===== src/rtl/fifo_pkg.sv =====
// Shared FIFO types and pointer encoding helpers for the FIFO controller
// and the register block.
package fifo_pkg;

  localparam int unsigned PTR_MAX_W = 13;

  typedef logic [PTR_MAX_W-1:0] ptr_max_t;

  typedef struct packed {
    logic full;
    logic empty;
    logic afull;
    logic aempty;
    logic ovrflw;
    logic undrflw;
  } fifo_status_t;

  localparam fifo_status_t STATUS_RST = '{
    full:    1'b0,
    empty:   1'b1,
    afull:   1'b0,
    aempty:  1'b1,
    ovrflw:  1'b0,
    undrflw: 1'b0
  };

  function automatic ptr_max_t bin2gry(input ptr_max_t b);
    return b ^ (b >> 1);
  endfunction

  // Prefix XOR from the MSB down recovers the binary value.
  function automatic ptr_max_t gry2bin(input ptr_max_t g);
    ptr_max_t b;
    b[PTR_MAX_W-1] = g[PTR_MAX_W-1];
    for (int i = int'(PTR_MAX_W) - 2; i >= 0; i--) begin
      b[i] = b[i+1] ^ g[i];
    end
    return b;
  endfunction

endpackage


===== src/rtl/fifo_ptr_ctrl_if.sv =====
// Request and status bundle between FIFO clients and fifo_ptr_ctrl.
interface fifo_ptr_ctrl_if #(
  parameter int unsigned DEPTH_W = 4
);
  logic               flush;
  logic               wr_en;
  logic               rd_en;
  logic               clr_err;
  logic [DEPTH_W-1:0] wr_addr;
  logic [DEPTH_W-1:0] rd_addr;
  logic               ram_wr;
  logic               ram_rd;
  logic [DEPTH_W:0]   wr_ptr_gry;
  logic [DEPTH_W:0]   rd_ptr_gry;
  logic [DEPTH_W:0]   occ;
  logic               full;
  logic               empty;
  logic               afull;
  logic               aempty;
  logic               ovrflw;
  logic               undrflw;

  modport master (
    output flush, wr_en, rd_en, clr_err,
    input  wr_addr, rd_addr, ram_wr, ram_rd, wr_ptr_gry, rd_ptr_gry, occ,
    input  full, empty, afull, aempty, ovrflw, undrflw
  );

  modport slave (
    input  flush, wr_en, rd_en, clr_err,
    output wr_addr, rd_addr, ram_wr, ram_rd, wr_ptr_gry, rd_ptr_gry, occ,
    output full, empty, afull, aempty, ovrflw, undrflw
  );
endinterface


===== src/rtl/fifo_ptr.sv =====
// One FIFO pointer: binary counter with wrap bit plus a registered Gray copy
// that updates on the same edge.
module fifo_ptr
  import fifo_pkg::*;
#(
  parameter int unsigned W = 5
) (
  input  logic         clk,
  input  logic         rst,
  input  logic         clr,
  input  logic         inc,
  output logic [W-1:0] bin_ptr,
  output logic [W-1:0] gry_ptr
);

  logic [W-1:0] r_bin;
  logic [W-1:0] r_gry;
  logic [W-1:0] w_nxt;

  always_comb begin
    w_nxt = clr ? '0 : r_bin + W'(inc);
  end

  // Gray is encoded from the next binary value so both registers move together.
  always_ff @(posedge clk or posedge rst) begin
    if (rst) begin
      r_bin <= '0;
      r_gry <= '0;
    end else begin
      r_bin <= w_nxt;
      r_gry <= W'(bin2gry(PTR_MAX_W'(w_nxt)));
    end
  end

  assign bin_ptr = r_bin;
  assign gry_ptr = r_gry;

endmodule


===== src/rtl/fifo_ptr_ctrl.sv =====
// Single-clock FIFO pointer/flag controller: RAM addresses and strobes,
// Gray pointers, occupancy, status flags and sticky error bits.
module fifo_ptr_ctrl
  import fifo_pkg::*;
#(
  parameter int unsigned DEPTH_W    = 4,
  parameter int unsigned AFULL_LVL  = (2 ** DEPTH_W) - 2,
  parameter int unsigned AEMPTY_LVL = 2
) (
  input  logic           clk,
  input  logic           rst,
  fifo_ptr_ctrl_if.slave bus
);

  localparam int unsigned PTR_W = DEPTH_W + 1;
  localparam logic [PTR_W-1:0] DEPTH_V  = PTR_W'(2 ** DEPTH_W);
  localparam logic [PTR_W-1:0] AFULL_V  = PTR_W'(AFULL_LVL);
  localparam logic [PTR_W-1:0] AEMPTY_V = PTR_W'(AEMPTY_LVL);

  logic [PTR_W-1:0] w_wr_ptr;
  logic [PTR_W-1:0] w_rd_ptr;
  logic [PTR_W-1:0] w_wr_gry;
  logic [PTR_W-1:0] w_rd_gry;
  logic [PTR_W-1:0] w_wr_nxt;
  logic [PTR_W-1:0] w_rd_nxt;
  logic [PTR_W-1:0] w_occ_nxt;
  logic [PTR_W-1:0] r_occ;
  logic             w_wa;
  logic             w_ra;
  logic             w_ovf_set;
  logic             w_unf_set;
  fifo_status_t     w_status_nxt;
  fifo_status_t     r_status;

  // Accepts use the registered flags; flush suppresses both.
  always_comb begin
    w_wa      = bus.wr_en & ~r_status.full  & ~bus.flush;
    w_ra      = bus.rd_en & ~r_status.empty & ~bus.flush;
    w_ovf_set = bus.wr_en & r_status.full;
    w_unf_set = bus.rd_en & r_status.empty;
    w_wr_nxt  = bus.flush ? '0 : w_wr_ptr + PTR_W'(w_wa);
    w_rd_nxt  = bus.flush ? '0 : w_rd_ptr + PTR_W'(w_ra);
    w_occ_nxt = w_wr_nxt - w_rd_nxt;

    w_status_nxt         = r_status;
    w_status_nxt.full    = (w_occ_nxt == DEPTH_V);
    w_status_nxt.empty   = (w_occ_nxt == '0);
    w_status_nxt.afull   = (w_occ_nxt >= AFULL_V);
    w_status_nxt.aempty  = (w_occ_nxt <= AEMPTY_V);
    // Set beats clear when both happen in one cycle.
    w_status_nxt.ovrflw  = w_ovf_set | (r_status.ovrflw  & ~bus.clr_err);
    w_status_nxt.undrflw = w_unf_set | (r_status.undrflw & ~bus.clr_err);
  end

  always_ff @(posedge clk or posedge rst) begin
    if (rst) begin
      r_occ    <= '0;
      r_status <= STATUS_RST;
    end else begin
      r_occ    <= w_occ_nxt;
      r_status <= w_status_nxt;
    end
  end

  fifo_ptr #(.W(PTR_W)) u_wr_ptr (
    .clk     (clk),
    .rst     (rst),
    .clr     (bus.flush),
    .inc     (w_wa),
    .bin_ptr (w_wr_ptr),
    .gry_ptr (w_wr_gry)
  );

  fifo_ptr #(.W(PTR_W)) u_rd_ptr (
    .clk     (clk),
    .rst     (rst),
    .clr     (bus.flush),
    .inc     (w_ra),
    .bin_ptr (w_rd_ptr),
    .gry_ptr (w_rd_gry)
  );

  assign bus.wr_addr    = w_wr_ptr[DEPTH_W-1:0];
  assign bus.rd_addr    = w_rd_ptr[DEPTH_W-1:0];
  assign bus.ram_wr     = w_wa;
  assign bus.ram_rd     = w_ra;
  assign bus.wr_ptr_gry = w_wr_gry;
  assign bus.rd_ptr_gry = w_rd_gry;
  assign bus.occ        = r_occ;
  assign bus.full       = r_status.full;
  assign bus.empty      = r_status.empty;
  assign bus.afull      = r_status.afull;
  assign bus.aempty     = r_status.aempty;
  assign bus.ovrflw     = r_status.ovrflw;
  assign bus.undrflw    = r_status.undrflw;

endmodule


===== src/flat_wrapper.sv =====
// flat-port wrapper written by rule: the top's interface ports become plain ports
module fifo_ptr_ctrl_flat import fifo_pkg::*;
#(
  parameter int unsigned DEPTH_W    = 4,
  parameter int unsigned AFULL_LVL  = (2 ** DEPTH_W) - 2,
  parameter int unsigned AEMPTY_LVL = 2
)
  (clk, rst, bus_flush, bus_wr_en, bus_rd_en, bus_clr_err, bus_wr_addr, bus_rd_addr, bus_ram_wr, bus_ram_rd, bus_wr_ptr_gry, bus_rd_ptr_gry, bus_occ, bus_full, bus_empty, bus_afull, bus_aempty, bus_ovrflw, bus_undrflw);
  fifo_ptr_ctrl_if #(.DEPTH_W(DEPTH_W)) bus_i ();
  input  logic clk;
  input  logic rst;
  input wire logic [$bits(bus_i.flush)-1:0] bus_flush;
  input wire logic [$bits(bus_i.wr_en)-1:0] bus_wr_en;
  input wire logic [$bits(bus_i.rd_en)-1:0] bus_rd_en;
  input wire logic [$bits(bus_i.clr_err)-1:0] bus_clr_err;
  output wire logic [$bits(bus_i.wr_addr)-1:0] bus_wr_addr;
  output wire logic [$bits(bus_i.rd_addr)-1:0] bus_rd_addr;
  output wire logic [$bits(bus_i.ram_wr)-1:0] bus_ram_wr;
  output wire logic [$bits(bus_i.ram_rd)-1:0] bus_ram_rd;
  output wire logic [$bits(bus_i.wr_ptr_gry)-1:0] bus_wr_ptr_gry;
  output wire logic [$bits(bus_i.rd_ptr_gry)-1:0] bus_rd_ptr_gry;
  output wire logic [$bits(bus_i.occ)-1:0] bus_occ;
  output wire logic [$bits(bus_i.full)-1:0] bus_full;
  output wire logic [$bits(bus_i.empty)-1:0] bus_empty;
  output wire logic [$bits(bus_i.afull)-1:0] bus_afull;
  output wire logic [$bits(bus_i.aempty)-1:0] bus_aempty;
  output wire logic [$bits(bus_i.ovrflw)-1:0] bus_ovrflw;
  output wire logic [$bits(bus_i.undrflw)-1:0] bus_undrflw;
  assign bus_i.flush = bus_flush;
  assign bus_i.wr_en = bus_wr_en;
  assign bus_i.rd_en = bus_rd_en;
  assign bus_i.clr_err = bus_clr_err;
  assign bus_wr_addr = bus_i.wr_addr;
  assign bus_rd_addr = bus_i.rd_addr;
  assign bus_ram_wr = bus_i.ram_wr;
  assign bus_ram_rd = bus_i.ram_rd;
  assign bus_wr_ptr_gry = bus_i.wr_ptr_gry;
  assign bus_rd_ptr_gry = bus_i.rd_ptr_gry;
  assign bus_occ = bus_i.occ;
  assign bus_full = bus_i.full;
  assign bus_empty = bus_i.empty;
  assign bus_afull = bus_i.afull;
  assign bus_aempty = bus_i.aempty;
  assign bus_ovrflw = bus_i.ovrflw;
  assign bus_undrflw = bus_i.undrflw;
  fifo_ptr_ctrl #(.DEPTH_W(DEPTH_W), .AFULL_LVL(AFULL_LVL), .AEMPTY_LVL(AEMPTY_LVL)) u_core (.clk(clk), .rst(rst), .bus(bus_i));
endmodule

===== config.mk =====
export PLATFORM = sky130hd
export DESIGN_NAME = fifo_ptr_ctrl_flat
export DESIGN_NICKNAME = d
export VERILOG_FILES = /design/src/rtl/fifo_pkg.sv /design/src/rtl/fifo_ptr_ctrl_if.sv /design/src/rtl/fifo_ptr.sv /design/src/rtl/fifo_ptr_ctrl.sv /design/src/flat_wrapper.sv
export SDC_FILE = /design/constraint.sdc
export NUM_CORES = 1
export LEC_CHECK = 0
export BUFFER_PORTS_ARGS = -buffer_cell sky130_fd_sc_hd__buf_2
export CAP_MARGIN = 15
export CORE_MARGIN = 2
export CORE_UTILIZATION = 47
export CTS_CLUSTER_DIAMETER = 30
export DETAILED_ROUTE_END_ITERATION = 10
export PLACE_DENSITY = 0.68
export SYNTH_ARGS = -nofsm -noshare
export SYNTH_HDL_FRONTEND = slang
export SYNTH_HIERARCHICAL = 1
export SYNTH_SLANG_ARGS = --single-unit

===== constraint.sdc =====
create_clock -name clk -period 4.7 [get_ports clk]
set_input_delay 0.235 -clock clk [delete_from_list [all_inputs] [get_ports clk]]
set_output_delay 0.235 -clock clk [all_outputs]
set_load 0.005 [all_outputs]

### After elaboration in Yosys (flattened, before gate mapping)

Cells that the tools add are included.

| word-level totals | value |
|---|---|
| flip-flop bits (word level) | 31 |
| input bits | 6 |
| output and inout port bits | 31 |
| word-level logic and storage cells | 36 |

| cells by class | value |
|---|---|
| add/sub/neg operators | 3 |
| $lt $le $gt $ge | 2 |
| eq/ne operators | 1 |
| multiplexer cells | 2 |
| bitwise operators | 16 |
| reductions and logical operators | 1 |

Operators by type and width:

| operator | number |
|---|---|
| adder 5 x 1 -> 5 bit | 2 |
| 2-to-1 mux 5 bit | 2 |
| XOR 5 x 4 -> 5 bit | 2 |
| AND 1 bit | 8 |
| equality test 5 bit (second input constant) | 1 |
| >= comparator 5 x 4 -> 1 bit (second input constant) | 1 |
| less-or-equal comparator 5 x 2 -> 1 bit (second input constant) | 1 |
| zero test 5 bit | 1 |
| subtractor 5 bit | 1 |
| NOT 1 bit | 4 |
| bitwise OR 1 bit | 2 |

### Depth between registers and ports, before layout

Gate-level depths: netlist of run 1.

| depth | value |
|---|---|
| depth in word-level cells | 7 |
| gate-level depth with buffers | 10 |
| mapped depth without buffers | 10 |

### Modules after synthesis

Netlist of run 1, hierarchy kept.

By module, submodules not included:

| module | times used | cells each | area each (um^2) | sequential area each (um^2) |
|---|---|---|---|---|
| fifo_ptr | 2 | 32 | 410.4 | 225.2 |
| fifo_ptr_ctrl | 1 | 70 | 721.9 | 277.8 |

### Least setup slack after synthesis of run 1

No wires, ideal clock.

| path | value |
|---|---|
| kind | reg-to-reg |
| from | register u_core.r_status, in the netlist u_core/bus.full |
| to | register u_core.r_status, in the netlist u_core/bus.afull |
| setup time | 0.126 ns |
| arrival time | 2.531 ns |
| required time | 4.574 ns |
| path slack | 2.042 ns |
| cell stages (with the launch flop) | 11 |
| buffers on the path | 0 |
| period minus slack after synthesis | 2.658 ns |
| path through | dfrtp_1 > nor3b_1 > ha_1 > ha_1 > xnor2_1 > nor2_1 > ha_1 > nor2b_1 > o21a_1 > o211a_2 > a311o_1 |

RTL lines:

| element | line | source |
|---|---|---|
| start, declared | fifo_ptr_ctrl.sv:33 | `fifo_status_t r_status;` |
| start signal, assigned | fifo_ptr_ctrl.sv:61 | `r_status <= w_status_nxt;` |

==> results.json, run 1 <==
{
  "avgSynthCellArea_um2": 11.51,
  "multiInputGateArea_um2": 743.2,
  "cts_root_buffer": "clkbuf_4",
  "drive_gt1_share_pct": 33.52,
  "overflow": 0,
  "die_h_um": 61.29,
  "synth_nets": 153,
  "tns_ns": 0,
  "yosysWarnings": 6,
  "power.leakage_nw": 1.026,
  "synth_edf_count": 0,
  "grt_usage_pct": 16.66,
  "die_area_mm2": 0.003756,
  "cap_violations": 0,
  "antenna_cells": 0,
  "drt-pass1-iter-count": 4,
  "clock_latency_ns": 0.32,
  "ir_drop_uv": 219.0,
  "synthMuxAreaShare_pct": 6.326,
  "port_buffers": 36,
  "rsz0062_at_grt": "false",
  "drv_slew": 0,
  "fin_area_mm2": 0.001828,
  "cp_slowest_cell": "dfrtp_1",
  "slowest_delay_ns": 0.41,
  "finalClockSkew_ns": 0.004869,
  "fin_crit_sh_pct": 59.05,
  "die_width_um": 61.29,
  "synth_cell_types": 35,
  "cts_sinks": 29,
  "h-tree-depth": 2,
  "nets": 195,
  "initialDrtViolationCount": 38,
  "ios": 37,
  "max_freq_mhz": 360.3,
  "power_density_mw_per_mm2": 319.0,
  "required_ns": 4.91,
  "outcome": "complete, no violations",
  "path_cells": "nor3b_1 -> ha_1 -> ha_1 -> xnor2_1 -> nor2_1 -> ha_1 -> nor2b_1 -> o21a_1 -> o211a_2 -> a311o_1",
  "cts_inserted_buffers": 5,
  "synth.yosys.seq_area_share_pct": 47.20,
  "gp_congestion": 0.8101,
  "antenna_found_initial": 0,
  "core_mm2": 0.003078,
  "fill_cells": 284,
  "synth_compound_area_share_pct": 5.596,
  "crit_fanout": 5,
  "cp.buffers_inverters": 0,
  "start_util_pct": 50.12,
  "post-cts-setup-buffer-count": 0,
  "tritoncts": "yes",
  "worstSetupPathType": "flop to flop",
  "synth-xor-area-share_pct": 9.895,
  "num_vias": 1054,
  "row_count": 20,
  "yosys.area_share.simple_pct": 15.33,
  "cp.arrival_ns": 2.98,
  "clkTransAtPathRegs_ns": 0.08,
  "clk_path_buf_depth": 2,
  "ys_async_sr_fraction_pct": 100.0,
  "worst_path_most_repeated_cell": "ha_1",
  "hold_path.class": "primary input to flop",
  "yosys.area_share.adder_pct": 11.03,
  "setup_viol": 0,
  "place_area_mm2": 0.001763,
  "vias_per_cell": 4.791,
  "crit_family": "adder cells",
  "worst_setup_path_end_kind": "flop",
  "register_area_um2": 728.2,
  "synth-main-ff-cell": "dfrtp_1",
  "period_needed_ns": 2.775,
  "grt_pass1_wl_um": 4388,
  "worst_pin_slew_ns": 0.4257,
  "hold_viol": 0,
  "detail-route-antenna-nets": 0,
  "syn2layout_area_growth_pct": 18.49,
  "hpwl_um": 2156,
  "grt_pass1_vias": 1023,
  "timing.reg2reg.setup_slack_ns": 1.92,
  "netlist_instances": 134,
  "ys_ff_latch": 29,
  "drt-total-wl_um": 2718,
  "synth_area_mm2": 0.001543,
  "slew_headroom_pct": 71.59,
  "startpoint_type": "flop",
  "wl_per_cell_um": 12.35,
  "route.detailed.drc": 0,
  "final_core_util_pct": 59.39,
  "synth_top_family_by_area": "simple AND/OR/NAND/NOR gates",
  "grt_max_degree": 24
}
-- stage by stage --
step | hold WS, ns | std cells | power, mW | setup WS (ns)
after floorplan | 0.06292 | 134 | 0.3833 | 2.042
final | 0.1130 | 220 | 0.5832 | 1.925
after CTS | 0.1078 | 220 | 0.5928 | 1.915
after global routing | 0.1058 | 220 | 0.6227 | 1.725
after detailed placement | 0.2372 | 212 | 0.4406 | 1.753
after global placement | 0.2273 | 212 | 0.4387 | 1.881
-- worst register-to-register path: stages, from the launching register on --
cell and delay, ns:
dfrtp_1 0.41, nor3b_1 0.36, ha_1 0.24, ha_1 0.19, xnor2_1 0.12, nor2_1 0.06
ha_1 0.36, nor2b_1 0.15, o21a_1 0.18, o211a_2 0.28, a311o_1 0.32
-- worst paths after layout --
check                                   startpoint  cells past startpoint                          to
worst max-delay path               u_core/bus.full                     10            u_core/bus.afull
worst min-delay path                   bus_clr_err                      2           u_core/bus.ovrflw
worst max register to register     u_core/bus.full                     10            u_core/bus.afull
worst min register to register  u_core/bus.undrflw                      2          u_core/bus.undrflw
max in group asynchronous                      rst                      3           u_core/bus.aempty
min in group asynchronous                      rst                      3  u_core/u_wr_ptr/bin_ptr[3]
-- synth_stat cells, types with 2 or more instances --
cell type  count  area share [%]
nor2_1        11             2.7
o21ai_0        3            0.97
ha_1          12             9.7
nor3b_1        2            0.97
nand2_1        6             1.5
dfrtp_1       27              44
mux2_4         2             1.9
mux2i_4        2             2.9
nor2b_1        7             2.8
dfstp_2        2             3.4
nand3_1        6             1.9
buf_4          2            0.97
nand3_2        2             1.3
and2b_2        2             1.1
xor2_1         3             1.7
inv_1         15             3.6
mux2_2         2             1.5
nor2_2         2            0.81
xnor2_1       10             5.7
-- logic make-up after synthesis --
group,after synthesis
AND/OR/NAND/NOR,43
buffers and inverters,17
adder cells (fa/ha/maj),13
multiplexers,6
XOR/XNOR,15
flip-flops,29
AO/OA/AOI/OAI,11
-- metal layers --
metal	vias up	GRT usage, %	routed length, um
li1	526	-	-
met1	495	20.05	1232
met2	28	26.90	1271
met3	5	5.882	159
met4	0	7.453	54
met5	-	0	0
-- state kept, by name, summed over array words and instances, names as in the netlist --
name                     count
u_core/bus.aempty            1
u_core/bus.occ               5
u_core/bus.empty             1
u_core/bus.full              1
u_core/u_wr_ptr/bin_ptr      5
u_core/u_rd_ptr/bin_ptr      5
u_core/bus.ovrflw            1
u_core/u_rd_ptr/gry_ptr      4
u_core/bus.afull             1
u_core/u_wr_ptr/gry_ptr      4
u_core/bus.undrflw           1
-- final cells by class --
type / count / area share (%)
multi-input combinational: 88 / 40.66
sequential: 29 / 39.84
timing repair buffer: 37 / 10.40
inverter: 15 / 3.080
clock buffer: 7 / 3.012
tap: 44 / 3.012
-- what timing repair did --
action	CTS	global route
setup endpoints to repair	0	0
hold endpoints to repair	27	0
gates resized for setup	0	0
hold buffers	1	0
-- cell usage in the layout, fill, tap and decap left out, types with 3 or more instances in the layout --
cell type / Yosys / final
buf_2: 0 / 36
dfrtp_1: 27 / 27
inv_1: 15 / 15
ha_1: 12 / 12
nor2_1: 11 / 11
xnor2_1: 10 / 10
nor2b_1: 7 / 7
nand2_1: 6 / 6
nand3_1: 6 / 6
clkbuf_4: 0 / 5
xor2_1: 3 / 3
o21ai_0: 3 / 3
-- report_power, final --
part	total [mW]	internal (mW)	leakage, nW	switching, mW
clock	0.149	0.0704	0.0314	0.0786
sequential	0.302	0.288	0.390	0.0138
combinational	0.132	0.0637	0.604	0.0685
total	0.583	0.422	1.03	0.161
Power figures use the tool's default switching activity.
==> run 2, diff against run 1 <==
ABC_AREA = 1   (was default)
PLACE_DENSITY = 0.71   (was 0.68)
clock period = 2.5 ns   (was 4.7 ns; I/O delays follow)
==> run 2 against run 1 <==
Clock skew up 0.0046 ns. Count of clock-buffer cells in the layout unchanged. Die area up 7.4%. Hold slack worse by 0.072 ns. Synthesized area up 7.9%. Sequential share of layout area down 3.4 points. Synthesized cell count up 51%. Core utilization about the same. Clock power up 88%.
==> results.json, run 2 <==
{
  "cts_sinks": 29,
  "timing.reg2reg.setup_slack_ns": 0.15,
  "synth_top_area_share_pct": 40.60,
  "post-cts-setup-buffer-count": 0,
  "startpoint_type": "flop",
  "initialDrtViolationCount": 32,
  "core_mm2": 0.003363,
  "hold_end": "u_core/bus.ovrflw",
  "fill_cells": 329,
  "fin_crit_sh_pct": 94.16,
  "dp_slack_ns": 0.1539,
  "cap_violations": 0,
  "grt_pass1_wl_um": 5368,
  "ir_drop_uv": 263.7,
  "slowest_delay_ns": 0.56,
  "drt-total-wl_um": 3139,
  "ios": 37,
  "wl_per_cell_um": 10.64,
  "grt_pass1_vias": 1282,
  "path_cells": "nor3b_2 -> ha_1 -> ha_1 -> nand2_1 -> inv_1 -> fa_1 -> xnor2_1 -> nor3_1 -> nand2_1 -> nor2_1",
  "grt_usage_pct": 17.24,
  "ys_ff_latch": 29,
  "setup_viol": 0,
  "synth_common_cells": "nand2_1 (47), inv_1 (33), dfrtp_1 (27), nand3_1 (17), nor2_1 (15)",
  "overflow": 0,
  "drive_gt1_share_pct": 26.91,
  "max_freq_mhz": 424.8,
  "hold_viol": 0,
  "row_count": 21,
  "die_area_mm2": 0.004033,
  "synth_cell_types": 27,
  "power_density_mw_per_mm2": 557.0,
  "clock_latency_ns": 0.32,
  "rr_endpoint": "u_core/bus.empty",
  "ys_async_sr_fraction_pct": 100.0,
  "synth_edf_count": 0,
  "period_needed_ns": 2.354,
  "required_ns": 2.76,
  "cts_root_buffer": "clkbuf_4",
  "cp.arrival_ns": 2.61,
  "netlist_instances": 202,
  "finalPower_mw": 1.112,
  "clkTransAtPathRegs_ns": 0.09,
  "route.detailed.drc": 0,
  "start_util_pct": 49.48,
  "antenna_found_initial": 0,
  "crit_family": "adder cells",
  "power.leakage_nw": 1.198,
  "crit_fanout": 4,
  "synth_area_leaders": "dfrtp_1 (41%), nand2_1 (11%), ha_1 (9.0%)",
  "cp.buffers_inverters": 1,
  "hold_path.class": "primary input to flop",
  "gp_congestion": 0.8508,
  "vias_per_cell": 4.712,
  "cp_slowest_cell": "dfstp_2",
  "yosysMostFrequentCell": "nand2_1",
  "tns_ns": 0,
  "mostFrequentLayoutCell": "nand2_1",
  "yosysWarnings": 6,
  "syn2layout_area_growth_pct": 20.00,
  "slew_headroom_pct": 71.88,
  "yosysTopAreaCell": "dfrtp_1",
  "synth_area_mm2": 0.001664,
  "min_delay_path_depth": 3,
  "avgSynthCellArea_um2": 8.238,
  "cts_inserted_buffers": 5,
  "clk_path_buf_depth": 2,
  "antenna_cells": 0,
  "final_core_util_pct": 59.38,
  "synth-main-ff-cell": "dfrtp_1",
  "drt-pass1-iter-count": 4,
  "port_buffers": 36,
  "die_width_um": 63.51,
  "worst_pin_slew_ns": 0.4213,
  "nets": 268,
  "synth.yosys.seq_area_share_pct": 43.76,
  "h-tree-depth": 2,
  "finalClockSkew_ns": 0.009454,
  "rsz0062_at_grt": "false",
  "hpwl_um": 2518,
  "setup_slack_ns": 0.1460,
  "grt_max_degree": 13,
  "synth_nets": 221,
  "outcome": "complete, no violations",
  "tritoncts": "yes",
  "worst_setup_path_end_kind": "flop",
  "place_area_mm2": 0.001917,
  "fin_area_mm2": 0.001997,
  "reg2reg_from": "u_core/bus.empty",
  "mostFrequentLayoutCells": "nand2_1 (47), buf_2 (36), inv_1 (33)",
  "worst-r2r-cell-count": 10,
  "worstSetupPathType": "flop to flop",
  "detail-route-antenna-nets": 0,
  "num_vias": 1390,
  "die_h_um": 63.51,
  "drv_slew": 0,
  "worstHoldStart": "bus_wr_en"
}
-- run 2: changes by cell type after synthesis, moves of 3 or more --
cell      delta
a21oi_1      +4
inv_1       +18
nand2_1     +41
nor2_1       +4
nor2_4       +4
xnor2_1      -9
nor2b_1      -7
nand3_1     +11
nand2_2      +7
nand4_1      +5
clkinv_1     +3
-- run 2: routing by layer --
metal	vias to the layer above	part of all wire, %	wire [um]	track usage, %
li1	724	-	-	-
met1	624	46	1454	21.19
met2	37	46	1452	27.50
met3	5	5.4	169	3.929
met4	0	1.9	61	10.33
met5	-	0	0	0
-- run 2: logic make-up (layout without fill, tap and decap cells) --
logic type	count (synthesis)	after routing	share of synthesized area [%]
AOI/OAI and AO/OA	14	14	4.586
buffers and inverters	40	87	9.624
and+or+nand+nor	102	102	29.70
adders and majority gates	13	13	10.23
xor gates and xnor gates	4	4	2.106
DFF	29	29	43.76
-- run 2: how the worst max path moves through the flow --
stage	from	end	slack [ns]	cells after the start
final	u_core/bus.empty	u_core/bus.empty	0.15	10
after global routing	u_core/bus.full	u_core/bus.empty	0.01	14
after CTS	u_core/bus.empty	u_core/bus.full	0.13	10
after detailed placement	u_core/bus.empty	u_core/bus.empty	0.15	10
after global placement	u_core/bus.empty	u_core/bus.full	0.19	10
after floorplan	u_core/bus.empty	u_core/bus.afull	0.19	12
-- run 2: area by class of cell --
type	count	area [um^2]	area share, %
clock buffer	7	55.05	2.757
tap	46	57.56	2.882
timing repair buffer	42	230.2	11.53
sequential	29	728.2	36.47
multi-input combinational	133	780.7	39.10
inverter	38	145.1	7.268
-- run 2: timing repair --
action | CTS | global route
endpoints found under the setup margin | 0 | 2
resized for setup | 0 | 1
hold buffers | 2 | 0
hold endpoints to repair | 28 | 0
-- run 2: where the power goes --
part / switching (mW) / internal [mW]
combinational: 0.146 / 0.115
sequential: 0.0271 / 0.544
clock: 0.147 / 0.132
-- run 2: worst register-to-register path, stage by stage, from the launching register on --
cell	delay [ns]
dfstp_2	0.56
nor3b_2	0.05
ha_1	0.19
ha_1	0.27
nand2_1	0.11
inv_1	0.07
fa_1	0.44
xnor2_1	0.19
nor3_1	0.17
nand2_1	0.09
nor2_1	0.15
-- run 2: per-stage QoR --
| step | hold slack [ns] | cells |
|---|---|---|
| 5_1_grt | 0.05977 | 295 |
| 3_5_place_dp | 0.1243 | 286 |
| 6_report | 0.04054 | 295 |
| 4_1_cts | 0.03139 | 295 |
| 3_3_place_gp | 0.1192 | 286 |
| 2_1_floorplan | -0.04708 | 202 |
